===== src/rtl/wb_sched.sv =====
// rtl/wb_sched.sv - register-file write-back scheduler (ALU > held FPU > new FPU); optional scoreboard via WB_SCOREBOARD_EN
module wb_sched #(
   parameter int DEPTH = 2
) (
   input  logic        clk,
   input  logic        rst,
   input  logic [5:0]  alu_addr,
   input  logic [31:0] alu_dd_val,
   input  logic [5:0]  fpu_addr,
   input  logic [31:0] fpu_dd_val,
   input  logic        issue_valid,
   input  logic [5:0]  issue_dd,
   input  logic        issue_fpu,
   output logic        wr_en,
   output logic [5:0]  wr_addr,
   output logic [31:0] wr_val,
   output logic        stall,
   output logic [63:0] busy,
   output logic        ovf
);
   localparam int PW = (DEPTH > 2) ? 2 : 1;
   localparam int CW = (DEPTH > 3) ? 3 : 2;
   localparam logic [PW-1:0] LAST = PW'(DEPTH - 1);
   localparam logic [CW-1:0] FULL = CW'(DEPTH);
   localparam logic [CW-1:0] HIGH = CW'(DEPTH - 1);

   logic [5:0]    q_addr [DEPTH];
   logic [31:0]   q_val  [DEPTH];
   logic [PW-1:0] rd_ptr, wr_ptr;
   logic [CW-1:0] count;

   logic        alu_hit, fpu_hit, have, pop, direct, push_req, push, drop;
   logic        win_en, win_fpu, waw;
   logic [5:0]  win_addr;
   logic [31:0] win_val;

   // Arbitration: ALU first, then the oldest held FPU result, then a fresh FPU result
   always_comb begin
      alu_hit  = (alu_addr != 6'd0);
      fpu_hit  = (fpu_addr != 6'd0);
      have     = (count != '0);
      pop      = !alu_hit && have;
      direct   = !alu_hit && !have && fpu_hit;
      push_req = fpu_hit && !direct;
      push     = push_req && ((count != FULL) || pop);
      drop     = push_req && !push;
      win_en   = alu_hit || have || fpu_hit;
      win_fpu  = !alu_hit && (have || fpu_hit);
      win_addr = 6'd0;
      win_val  = 32'd0;
      if (alu_hit) begin
         win_addr = alu_addr;
         win_val  = alu_dd_val;
      end else if (have) begin
         win_addr = q_addr[rd_ptr];
         win_val  = q_val[rd_ptr];
      end else if (fpu_hit) begin
         win_addr = fpu_addr;
         win_val  = fpu_dd_val;
      end
   end

   // Hold issue one entry early so a result already in flight still has room
   assign stall = !rst && ((count >= HIGH) || waw);

   // Holding FIFO, registered write port and sticky overflow flag
   always_ff @(posedge clk) begin
      if (rst) begin
         rd_ptr  <= '0;
         wr_ptr  <= '0;
         count   <= '0;
         wr_en   <= 1'b0;
         wr_addr <= 6'd0;
         wr_val  <= 32'd0;
         ovf     <= 1'b0;
      end else begin
         if (push) begin
            q_addr[wr_ptr] <= fpu_addr;
            q_val[wr_ptr]  <= fpu_dd_val;
            wr_ptr         <= (wr_ptr == LAST) ? '0 : wr_ptr + 1'b1;
         end
         if (pop)
            rd_ptr <= (rd_ptr == LAST) ? '0 : rd_ptr + 1'b1;
         if (push && !pop)
            count <= count + 1'b1;
         else if (pop && !push)
            count <= count - 1'b1;
         wr_en <= win_en;
         if (win_en) begin
            wr_addr <= win_addr;
            wr_val  <= win_val;
         end
         if (drop)
            ovf <= 1'b1;
      end
   end

`ifdef WB_SCOREBOARD_EN
   logic [63:0] busy_q, set_mask, clr_mask;

   assign waw      = issue_valid && busy_q[issue_dd];
   assign set_mask = (issue_valid && !stall && issue_fpu && (issue_dd != 6'd0))
                     ? (64'd1 << issue_dd) : 64'd0;
   assign clr_mask = (win_en && win_fpu) ? (64'd1 << win_addr) : 64'd0;
   assign busy     = busy_q;

   // Pending FPU destinations; a new issue wins over a same-edge retirement
   always_ff @(posedge clk) begin
      if (rst)
         busy_q <= 64'd0;
      else
         busy_q <= ((busy_q & ~clr_mask) | set_mask) & ~64'd1;
   end
`else
   logic unused_issue;

   assign waw          = 1'b0;
   assign busy         = 64'd0;
   assign unused_issue = ^{issue_valid, issue_dd, issue_fpu};
`endif
endmodule


===== config.mk =====
export PLATFORM = sky130hd
export DESIGN_NAME = wb_sched
export DESIGN_NICKNAME = d
export VERILOG_FILES = /design/src/rtl/wb_sched.sv
export SDC_FILE = /design/constraint.sdc
export NUM_CORES = 1
export LEC_CHECK = 0
export CAP_MARGIN = 20
export CORE_MARGIN = 8
export CORE_UTILIZATION = 45
export DETAILED_ROUTE_END_ITERATION = 8
export HOLD_SLACK_MARGIN = 0.03
export PLACE_DENSITY = 0.79
export SYNTH_ARGS = -nofsm -noshare
export SYNTH_HDL_FRONTEND = slang
export SYNTH_SLANG_ARGS = --single-unit

===== constraint.sdc =====
create_clock -name clk -period 8.4 [get_ports clk]
set_clock_uncertainty 0.2 [all_clocks]
set_input_delay 1.68 -clock clk [delete_from_list [all_inputs] [get_ports clk]]
set_output_delay 1.68 -clock clk [all_outputs]
set_load 0.01 [all_outputs]

Word-level counts from Yosys, hierarchy flattened
Memory sizes are Yosys's and may differ from the RTL's. A register that Yosys moved wholly into a read port is not among the register bits.
Index checks and enable logic that the tools add are counted.
- reduce and logical (&&, ||, !) cells: 22
- equal/unequal tests: 1
- mux-type cells: 17
- $add $sub $neg: 4
- $lt $le $gt $ge: 1
- operators by type and width (cell ; number):
    2-to-1 mux 32 bit ; 3
    2-to-1 mux 6 bit ; 3
    nonzero test 6 bit ; 2
    logical AND 1 bit ; 9
    2-to-1 mux 1 bit ; 9
    zero test 1 bit ; 6
    2-to-1 mux 2 bit ; 2
    nonzero test 2 bit ; 2
    logical OR 1 bit ; 3
    adder 1 bit, second input constant ; 2
    adder 2 x 1 -> 2 bit, second input constant ; 1
    >= comparator 2 x 1 -> 1 bit, second input constant ; 1
    != test 2 bit, second input constant ; 1
    subtractor 2 x 1 -> 2 bit, second input constant ; 1
- RAM bits: 76
- memories kept: 2
- bits in registers: 44
- word-level logic and storage cells: 54
- memories (name ; depth ; bits a word ; rd ports ; clocked after memory_dff ; write ports ; RTL line ; source):
    q_val ; 2 ; 32 ; 1 ; 1 ; 1 ; 28 ; logic [31:0] q_val [DEPTH];
    q_addr ; 2 ; 6 ; 1 ; 1 ; 1 ; 27 ; logic [5:0] q_addr [DEPTH];

Logic depth before layout (Yosys ltp)
- depth after elaboration: 11
- mapped depth: 11

Worst setup path after synthesis
No wires, ideal clock.
- kind: in2reg
- start: input alu_addr[2]
- end: memory q_addr[0][0], enable pin
- arrival: 5.004 ns
- required time: 7.720 ns
- path buffers: 0
- stages on the path: 4
- setup time: 0.480 ns
- setup slack: 2.716 ns
- cells stage by stage: nor4_4 a21boi_1 a211o_1 nor3_1
- longest elaborated chain between the ends: 10
- elaborated cells between the ends (all ways): 12
- ends and longest elaborated chain (item ; RTL line ; source):
    start: declaration ; 7 ; input logic [5:0] alu_addr,
    nonzero test 6 bit * ; 39 ; alu_hit = (alu_addr != 6'd0);
    zero test 1 bit * ; -- ;
    logical AND 1 bit (2 in a row) ; 43 ; direct = !alu_hit && !have && fpu_hit;
    zero test 1 bit ; 44 ; push_req = fpu_hit && !direct;
    logical AND 1 bit ; 44 ;
    logical AND 1 bit * ; 45 ; push = push_req && ((count != FULL) || pop);
    2-to-1 mux 1 bit * ; 77 ; if (push) begin
    2-to-1 mux 1 bit * ; 68 ; if (rst) begin
    2-to-1 mux 1 bit (implied by the code) * ; 78 ; q_addr[wr_ptr] <= fpu_addr;
    end: declaration ; 27 ;
Every way passes the cells marked *; elsewhere a longest branch is shown, timed or not.

Worst setup path after layout
- start: input rst
- end: output stall
- longest elaborated chain between the ends: 2
- ends and longest elaborated chain (item ; RTL line ; source):
    start: declaration ; 6 ; input logic rst,
    zero test 1 bit ; 64 ; assign stall = !rst && ((count >= HIGH) || waw);
    logical AND 1 bit ; 64 ;
    end: declaration ; 17 ; output logic stall,
Every way passes these cells.

==> metrics.yaml <==
setup_path:
  slowest_stage: "clkdlybuf4s50_1"
  crit_top_cell: "clkdlybuf4s50_1"
  worstPathArrival_ns: 3.16
  timing.reg2reg.setup_slack_ns: 5.72
  crit_chain: "clkdlybuf4s50_1, nor2_1, clkdlybuf4s50_1"
  cp.depth: 3
  reg2reg_depth: 11
  rr_startpoint: "count[0]"
  path_delay_family: "buffers and inverters"
  cp.required_ns: 6.52
  cp-end-kind: "output pin"
  worstPathMaxFanout: 15
  r2r_end: "count[1]"
  critPathLaunchType: "input port"
  cpPeakStageDelay_ns: 0.71
  criticalPathCategory: "in2out"
  path_buf_inv: 2
global_routing:
  grt_pass1_vias: 3986
  grt_overflow_total: 0
  grt_pass1_wl_um: 20420
  grt_start_max_net_pins: 78
  track_usage_pct: 15.68
  grt_antenna_before_repair: 0
yosys:
  syn-cell-area_um2: 5803
  synth_top_area_share_pct: 39.33
  synth.distinct_cells: 38
  synth_warnings: 0
  ys_ff_latch: 121
  async_flop_share_pct: 0
  synthTopCellsByArea: "edfxtp_1, dfxtp_1, buf_4, mux2i_1, a211oi_2"
  synth_top_flop_cell: "edfxtp_1"
  syn_inst: 484
  synth_edf_count: 76
  synth_area_leader_cell: "edfxtp_1"
  yosysSeqAreaShare_pct: 54.85
  syn_area_per_cell_um2: 11.99
run:
  maxCapViolCount: 0
hold_path:
  hold_class: "reg2reg"
  min_from: "ovf"
  min_path_cells: 2
  worstHoldEndpoint: "ovf"
clocking:
  cts_resized: 0
  cts_sinks: 121
  clkLatencyLatePin_ns: 0.41
  cts_tree: "yes"
  hold_buffers: 0
  cts_setup_buffers: 0
  clockBufferDepth: 2
  htree_levels: 4
  numCtsBuffers: 17
  clockRootBuffer: "clkbuf_16"
  cts.reportedPaths.clkPinSlew_ns: 0.05
timing:
  fin_crit_sh_pct: 59.99
  timing.slew.headroom_pct: 29.70
  min_period_ns: 5.040
  clock.fmax_mhz: 198.4
  tightest_slew_ns: 1.053
  finalHoldViolCount: 0
  finalMaxSlewViolations: 0
  rsz0062_at_grt: "no"
  setup_tns_ns: 0
  setup_viol: 0
  finalWorstSetupSlack_ns: 3.360
pwr:
  p_sw_mw: 0.4977
  p_comb_share_pct: 20.1
  p_sw_share_pct: 26.48
  total_power_mw: 1.880
  power_frac_seq_pct: 39.4
  p_per_area_nw_per_um2: 253.7
  internal-power_mw: 1.382
  ir_drop_v: 0.0002302
  clockPowerShare_pct: 40.5
  p_leak_nw: 2.730
placed_design:
  numPortBuffers: 118
  preCtsSetupSlack_ns: 3.369
  place_inst: 747
  dpl.hpwl_um: 8785
  gp_congestion: 0.7230
floorplanning:
  rows: 41
  die-area_um2: 16790
  ioPinCount: 191
  start_util_pct: 45.98
  core-area_um2: 12620
  die_width_um: 129.6
  dieHeight_um: 129.6
final_layout:
  stdcell_count: 779
  layout-drive-gt1-share_pct: 14.33
  area_growth_pct: 27.68
  diodes: 0
  fin_nets: 684
  layout_commonest_cell: "clkdlybuf4s50_1"
  layout_common_cells: "clkdlybuf4s50_1, edfxtp_1, conb_1"
routing:
  drcViolationCount: 0
  routed_wl_um: 13150
  routed_via_density: 4.991
  num_vias: 3888
  drt_iter0_drc: 285
  ant_nets: 0
  routedWlPerCell_um: 16.88
  dr.pass1.iters: 4
run_status:
  status: "complete, no violations"
==> synth_stat cells (2+ instances only) <==
cell type,n
inv_1,11
buf_2,13
buf_4,68
mux2i_1,38
a211oi_2,30
xor2_1,2
dfxtp_1,45
buf_12,3
buf_6,2
a21oi_1,2
and2_1,2
and3_1,2
nand2_1,39
clkbuf_1,9
o21ai_1,2
edfxtp_1,76
ha_1,4
o31ai_2,13
o31ai_1,19
nor2_1,47
o311ai_1,5
o21ai_0,30
a211oi_1,7
==> layer usage <==
metal,vias to the layer above,part of all wire [%],global-route usage (%),wire (um)
met2,164,49,26.16,6505
met1,1865,41,17.88,5422
met4,0,1.3,6.148,174
met3,19,8.0,5.875,1046
li1,1840,-,-,-
met5,-,0,0,0
==> worst max path at each step <==
stage	startpoint	end	slack (ns)
after global placement	rst	stall	3.37
after CTS	rst	stall	3.35
final	rst	stall	3.36
after detailed placement	rst	stall	3.37
after floorplan	alu_addr[2]	q_addr[0][0]	2.72
after global routing	rst	stall	3.27
==> power by group through the flow <==
stage	sequential, mW	clock, mW	combinational (mW)
floorplan	0.756	0	0.275
global placement	0.749	0	0.369
detailed placement	0.753	0	0.378
CTS	0.741	0.771	0.380
global route	0.747	0.798	0.418
finish	0.741	0.761	0.379
==> cell type report <==
class / instances / area [um^2]
Sequential cell: 121 / 3184
Clock inverter: 7 / 110.1
Tap cell: 172 / 215.2
Inverter: 11 / 41.29
Fill cell: 1041 / 5210
Timing Repair Buffer: 124 / 1226
Clock buffer: 25 / 516.7
Multi-Input combinational cell: 319 / 2116
==> per-stage QoR <==
stage / utilization, % / hold slack [ns] / instance area (um^2)
CTS: 58.72 / 0.2906 / 7410
global route: 58.72 / 0.3046 / 7410
finish: 58.72 / 0.2988 / 7410
detailed placement: 53.75 / 0.2651 / 6783
floorplan: - / 0.2758 / 6040
global placement: 53.75 / 0.2696 / 6783
==> cell families after synthesis <==
group	count (synthesis)	share of synthesized area (%)
flip-flops	121	54.85
buffers and inverters	107	12.89
adder cells (fa/ha/maj)	4	0.8625
XOR/XNOR	3	0.4529
AO/OA/AOI/OAI	112	16.97
AND/OR/NAND/NOR	97	7.158
other	1	0.06462
multiplexers	39	6.749
==> flip-flops by register name (all words and copies together), names as in the netlist, named ones only <==
| name | count |
|---|---|
| q_val | 64 |
| wr_val | 32 |
| q_addr | 12 |
| wr_addr | 6 |
| count | 2 |
| ovf | 1 |
| rd_ptr | 1 |
| wr_en | 1 |
| wr_ptr | 1 |
==> tightest hold or removal path: stages (launching register included) <==
cell and delay [ns]:
dfxtp_1 0.34, a21oi_1 0.04, nor2_1 0.08
No activity file was read; power rests on OpenSTA's default activity.
